$ cat src/rtl/uart_tx_arbiter.sv
// uart_tx_arbiter
//   Shares one UART transmitter among NUM_REQ byte requesters with round-robin
//   arbitration. Each requester owns a one-byte holding slot. One byte at a time
//   is launched to the UART and the arbiter waits for the UART done pulse (or the
//   watchdog) before granting again, followed by an optional inter-frame gap.
//
// Ports
//   clk              system clock, rising edge
//   rst_n            asynchronous active-low reset
//   i_Req_Valid      per-requester byte offer
//   i_Req_Byte       per-requester byte, requester k at [8k+7:8k]
//   o_Req_Ready      slot k empty (= ~pending[k])
//   o_Req_Done       1-clk pulse: requester k byte fully sent
//   o_TX_Data_Valid  1-clk launch strobe to the UART
//   o_TX_Byte        byte to the UART, held from launch until the next grant
//   i_TX_Done        done indication from the UART (rising edge used)
//   o_Grant_Id       index of current/last granted requester
//   o_Busy           high whenever the FSM is not idle
//   o_Timeout        1-clk pulse: watchdog expired, in-flight byte dropped
module uart_tx_arbiter #(
  parameter  int unsigned NUM_REQ        = 4,
  parameter  int unsigned GAP_CYCLES     = 2,
  parameter  int unsigned TIMEOUT_CYCLES = 2048,
  localparam int unsigned GW             = $clog2(NUM_REQ)
) (
  input  logic                 clk,
  input  logic                 rst_n,
  input  logic [NUM_REQ-1:0]   i_Req_Valid,
  input  logic [8*NUM_REQ-1:0] i_Req_Byte,
  output logic [NUM_REQ-1:0]   o_Req_Ready,
  output logic [NUM_REQ-1:0]   o_Req_Done,
  output logic                 o_TX_Data_Valid,
  output logic [7:0]           o_TX_Byte,
  input  logic                 i_TX_Done,
  output logic [GW-1:0]        o_Grant_Id,
  output logic                 o_Busy,
  output logic                 o_Timeout
);

  localparam int unsigned CNT_MAX = (TIMEOUT_CYCLES > GAP_CYCLES) ? TIMEOUT_CYCLES : GAP_CYCLES;
  localparam int unsigned CW      = (CNT_MAX > 0) ? $clog2(CNT_MAX + 1) : 1;

  // Terminal values: the watchdog fires on the edge that ends the
  // TIMEOUT_CYCLES-th BUSY cycle; the gap ends after GAP_CYCLES cycles.
  localparam logic [CW-1:0] TO_LAST  = CW'((TIMEOUT_CYCLES == 0) ? 0 : TIMEOUT_CYCLES - 1);
  localparam logic [CW-1:0] GAP_LAST = CW'((GAP_CYCLES == 0) ? 0 : GAP_CYCLES - 1);

  typedef enum logic [1:0] {
    S_IDLE,
    S_LAUNCH,
    S_BUSY,
    S_GAP
  } state_e;

  state_e               state_q, state_d;
  logic [NUM_REQ-1:0]   pending_q, pending_d;
  logic [7:0]           slot_q [NUM_REQ];
  logic [7:0]           slot_d [NUM_REQ];
  logic [GW-1:0]        grant_q, grant_d;
  logic [7:0]           tx_byte_q, tx_byte_d;
  logic [CW-1:0]        cnt_q, cnt_d;
  logic [NUM_REQ-1:0]   req_done_q, req_done_d;
  logic                 timeout_q, timeout_d;
  logic                 done_q;

  logic                 done_rise;
  logic                 found;
  logic [GW-1:0]        pick;

  assign done_rise = i_TX_Done & ~done_q;

  always_comb begin
    state_d    = state_q;
    pending_d  = pending_q;
    slot_d     = slot_q;
    grant_d    = grant_q;
    tx_byte_d  = tx_byte_q;
    cnt_d      = cnt_q;
    req_done_d = '0;
    timeout_d  = 1'b0;
    found      = 1'b0;
    pick       = grant_q;

    // Round-robin scan starting just after the last grant.
    for (int unsigned i = 1; i <= NUM_REQ; i++) begin
      if (!found && pending_q[GW'((32'(grant_q) + i) % NUM_REQ)]) begin
        found = 1'b1;
        pick  = GW'((32'(grant_q) + i) % NUM_REQ);
      end
    end

    // Slot capture; never collides with a clear since a clear needs pending=1.
    for (int unsigned k = 0; k < NUM_REQ; k++) begin
      if (i_Req_Valid[k] && !pending_q[k]) begin
        pending_d[k] = 1'b1;
        slot_d[k]    = i_Req_Byte[8*k +: 8];
      end
    end

    case (state_q)
      S_IDLE: begin
        if (found) begin
          grant_d   = pick;
          tx_byte_d = slot_q[pick];
          state_d   = S_LAUNCH;
        end
      end
      S_LAUNCH: begin
        cnt_d   = '0;
        state_d = S_BUSY;
      end
      S_BUSY: begin
        if (done_rise) begin
          req_done_d[grant_q] = 1'b1;
          pending_d[grant_q]  = 1'b0;
          cnt_d               = '0;
          state_d             = (GAP_CYCLES == 0) ? S_IDLE : S_GAP;
        end else if (TIMEOUT_CYCLES != 0 && cnt_q == TO_LAST) begin
          timeout_d          = 1'b1;
          pending_d[grant_q] = 1'b0;
          cnt_d              = '0;
          state_d            = (GAP_CYCLES == 0) ? S_IDLE : S_GAP;
        end else if (TIMEOUT_CYCLES != 0) begin
          cnt_d = cnt_q + 1'b1;
        end
      end
      S_GAP: begin
        if (cnt_q == GAP_LAST) begin
          cnt_d   = '0;
          state_d = S_IDLE;
        end else begin
          cnt_d = cnt_q + 1'b1;
        end
      end
      default: state_d = S_IDLE;
    endcase
  end

  always_ff @(posedge clk or negedge rst_n) begin
    if (!rst_n) begin
      state_q    <= S_IDLE;
      pending_q  <= '0;
      for (int unsigned k = 0; k < NUM_REQ; k++) slot_q[k] <= '0;
      grant_q    <= GW'(NUM_REQ - 1);
      tx_byte_q  <= '0;
      cnt_q      <= '0;
      req_done_q <= '0;
      timeout_q  <= 1'b0;
      done_q     <= 1'b0;
    end else begin
      state_q    <= state_d;
      pending_q  <= pending_d;
      slot_q     <= slot_d;
      grant_q    <= grant_d;
      tx_byte_q  <= tx_byte_d;
      cnt_q      <= cnt_d;
      req_done_q <= req_done_d;
      timeout_q  <= timeout_d;
      done_q     <= i_TX_Done;
    end
  end

  assign o_Req_Ready     = ~pending_q;
  assign o_Req_Done      = req_done_q;
  assign o_TX_Data_Valid = (state_q == S_LAUNCH);
  assign o_TX_Byte       = tx_byte_q;
  assign o_Grant_Id      = grant_q;
  assign o_Busy          = (state_q != S_IDLE);
  assign o_Timeout       = timeout_q;

endmodule
$ cat config.mk
export PLATFORM = sky130hd
export DESIGN_NAME = uart_tx_arbiter
export DESIGN_NICKNAME = d
export VERILOG_FILES = /design/src/rtl/uart_tx_arbiter.sv
export SDC_FILE = /design/constraint.sdc
export NUM_CORES = 1
export LEC_CHECK = 0
export ABC_AREA = 1
export CORE_UTILIZATION = 48
export CTS_CLUSTER_DIAMETER = 100
export CTS_CLUSTER_SIZE = 30
export DETAILED_ROUTE_END_ITERATION = 16
export PLACE_DENSITY_LB_ADDON = 0.12
export SYNTH_ARGS = -nofsm -noshare
export SYNTH_HDL_FRONTEND = slang
export SYNTH_SLANG_ARGS = --single-unit
$ cat constraint.sdc
create_clock -name clk -period 2.2 [get_ports clk]
set_input_delay 0.33 -clock clk [delete_from_list [all_inputs] [get_ports clk]]
set_output_delay 0.33 -clock clk [all_outputs]
set_load 0.1 [all_outputs]
==> metrics.md <==
| Metric | Value |
|---|---|
| Least-Margin Pin Slew | `a little over 600 ps` |
| Die Area | `around 7400 µm²` |
| Initial core utilization | `between 40% and 50%` |
| Top cells by area, synth | `dfrtp_1, nand2_1, nand3_1, inv_1, a21oi_1` |
| Cell Int Power | `~4.0 mW` |
| Most common cell in the netlist | `nand2_1` |
| All-Layer GR Usage | `between 20% and 30%` |
| Metal2 WL | `approximately 3.7 mm` |
| CP top delay family | `simple AND/OR/NAND/NOR gates` |
| Slew margin rel. | `59.6%` |
| WP buf/inv | `3` |
| Port bufs | `59` |
| Net Sw Frac | `roughly 48%` |
| Synthesized area | `approximately 3400 µm²` |
| Peak VDD IR | `roughly 0.00072 V` |
| First-pass GRT wire length | `~13 mm` |
| Synth warn | `0` |
| CTS tree | `done` |
| Cell count after synthesis | `418` |
| Combinational Power Share | `between 50 and 60%` |
| Final Non-Filler Cells | `589` |
| Clock Power Share | `17.4%` |
| Worst path slowest cell | `dfstp_4` |
| CTS Hold Bufs | `0` |
| Post-DRT Antenna Nets | `0` |
| Gpl congestion | `~0.9` |
| Total power | `a little under 8 mW` |
| M1 wire length | `roughly 3.7 mm` |
| Layout cells sized above 1 | `roughly 16%` |
| Psw | `3.72 mW` |
| Synth cell count leaders | `nand2_1, dfrtp_1, inv_1` |
| Total Routed Length | `approximately 8.0 mm` |
| Arrival @ worst endpoint | `approximately 2400 ps` |
| Core Region | `approximately 6800 µm²` |
| Crit path cell chain | `inv_8 > ha_4 > nand3_2 > nand2_4 > inv_4 > nand2_2 > nor2_4 > inv_1 > nand2_4 > nor2_1 > nand3_1 > nand3_1` |
| Post-synth top area share | `47.2%` |
| Initial antenna violation count | `0` |
| Via count | `around 3,000` |
| Final Cycle Share | `96.5%` |
| Die X-Extent | `between 80 and 90 µm` |
| Initial detailed-routing violation count | `~180` |
| Root Buffer | `clkbuf_8` |
| CP endpoint kind | `register` |
| # setup viols final | `0` |
| Failing checks | `negative hold slack` |
| Gr ovfl total | `0` |
| Worst Reg2Reg Path Length in Cells | `12` |
| TritonRoute pass-1 iters | `4` |
| Startpoint types | `register` |
| CP peak stage delay | `between 600 and 700 ps` |
| Max cap viols | `0` |
| Outcome | `finished with violations` |
| Synth Register Bits | `66` |
| # rows | `30` |
| Placed cell count | `570` |
| Residual DRC count | `0` |
| Largest net degree at the start of global routing | `29` |
| Final Slew Violations | `0` |
| Synth cell types | `32` |
| Post-synth EDFFs | `0` |
| Post-synth top flop | `dfrtp_1` |
| FFs w/ async S/R, synth | `between 90% and 100%` |
| Crit path depth | `12` |
| Vias in the first global route | `about 2,700` |
| Post-layout min period | `about 2100 ps` |
| Synth-to-layout area growth | `32.2%` |
| Endpoints failing hold | `19` |
| Vias per std cell | `approximately 5` |
| Tightest Hold Check Type | `in2async` |
| Pleak | `between 2 and 2.5 nW` |
| Clock transition at path regs | `80 ps` |
| Final #Nets | `approximately 540` |
| Ant. Diodes | `0` |
| Clk_lat worst skew | `roughly 350 ps` |
| Kind of critical path | `reg2reg` |
| IO Count | `60` |
| Sequential Power Share | `24.2%` |
| Post-synthesis sequential area ratio | `between 40% and 50%` |
| Cell taking the most area after synthesis | `dfrtp_1` |
| Die H | `roughly 86 µm` |
| Htree depth | `3` |
| Max Fclk | `approximately 0.47 GHz` |
| Highest routed layer | `met4` |
| Syn avg cell area | `roughly 8.1 µm²` |
| Clk buf depth | `2` |
| Layout Skew | `approximately 9.4 ps` |
| Routed len/inst | `approximately 14 µm` |
| CTS sink cnt | `66` |
| Routed length on met3 | `between 400 and 500 µm` |
| Num CTS Buffers | `9` |
| CP required | `2490 ps` |
| Maximum fanout along the worst path | `7` |
| Pwr/cell area | `roughly 1700 nW/µm²` |
| Worst hold slack | `-14.9 ps` |
| Net count after synthesis | `468` |
| DP HPWL | `about 5.6 mm` |
[worst reg2reg max path, stage by stage, from the launching register on]
cell     delay, ps
dfstp_4        650
inv_8           50
ha_4           280
nand3_2        140
nand2_4        110
inv_4           50
nand2_2         90
nor2_4          70
inv_1          110
nand2_4         90
nor2_1         210
nand3_1        120
nand3_1        100
[cell families after synthesis]
logic type / synth area share, %
multiplexers: 0.995
AND/OR/NAND/NOR: 26.6
buffers and inverters: 9.03
adder cells (fa/ha/maj): 4.05
AO/OA/AOI/OAI: 8.77
flip-flops: 48.7
XOR/XNOR: 1.81
[stage by stage]
stage / utilization [%] / area, µm² / setup WS (ps) / hold slack, ps / TNS [ps]
3_5_place_dp: 60.0 / 4100 / -2.07 / 385 / -2.07
3_3_place_gp: 60.0 / 4100 / 40.3 / 380 / 0
5_1_grt: 65.7 / 4490 / -42.6 / 39.4 / -85.5
2_1_floorplan: - / 3420 / -115 / 34.4 / -754
4_1_cts: 63.9 / 4360 / 5.58 / 9.48 / 0
6_report: 65.7 / 4490 / 77.1 / -14.9 / 0
[cells in the final DEF (no fill, tap or decap), types with 2 or more instances in the layout]
master and count:
clkbuf_8 9, nand2_8 2, nand3_4 2, or2_0 3
nand2_2 6, ha_1 10, nor3_1 4, mux2_2 3
bufinv_16 4, inv_2 3, clkdlybuf4s50_1 37, a31oi_1 4
buf_4 28, nor2_1 43, dfrtp_1 64, dfstp_4 2
nand4_1 7, inv_1 58, nand2_4 2, o22ai_1 9
nand2_1 78, a21oi_1 34, buf_12 2, nand3_1 49
nand3_2 2, o21ai_0 5, xor2_1 6
[worst paths after layout]
path	end	from	slack [ps]
setup / recovery	o_TX_Byte[6]	o_Grant_Id[0]	80
hold / removal	o_Req_Done[2]	rst_n	-10
setup reg to reg	o_TX_Byte[6]	o_Grant_Id[0]	80
hold reg to reg	o_TX_Byte[5]	o_TX_Byte[5]	500
max in group asynchronous	o_TX_Byte[2]	rst_n	1490
min in group clk	done_q	i_TX_Done	460
[cell type report]
class | count | area [µm²]
inverters | 63 | 246
fillers | 595 | 2340
repair buffers | 71 | 677
well taps | 96 | 120
flip-flops and latches | 66 | 1660
clock inverters | 7 | 141
clock buffers | 9 | 124
multi-input cells | 277 | 1520
[state kept, by name, summed over array words and instances, names as in the netlist]
name	count
cnt_q	12
done_q	1
o_Grant_Id	2
o_Req_Done	4
o_TX_Byte	8
o_Timeout	1
pending_q	4
slot_q	32
state_q	2
[metal layers]
layer | vias up | global-route usage [%]
met3 | 11 | 5.10
li1 | 1485 | -
met4 | 0 | 7.42
met2 | 96 | 34.8
met5 | - | 0
met1 | 1399 | 31.4
[power by group through the flow]
stage / Sequential, mW / Combinational, mW / Clock, mW
after global routing: 1.91 / 4.91 / 1.43
after floorplan: 2.55 / 2.44 / 0
after global placement: 1.88 / 3.89 / 0
after CTS: 1.87 / 3.98 / 1.38
final: 1.87 / 4.52 / 1.35
after detailed placement: 1.90 / 3.97 / 0
[what timing repair did]
action	CTS	global route
buffers inserted	0	2
gates resized for setup	0	19
setup endpoints to repair	0	9
No activity file was read; power rests on OpenSTA's default activity.
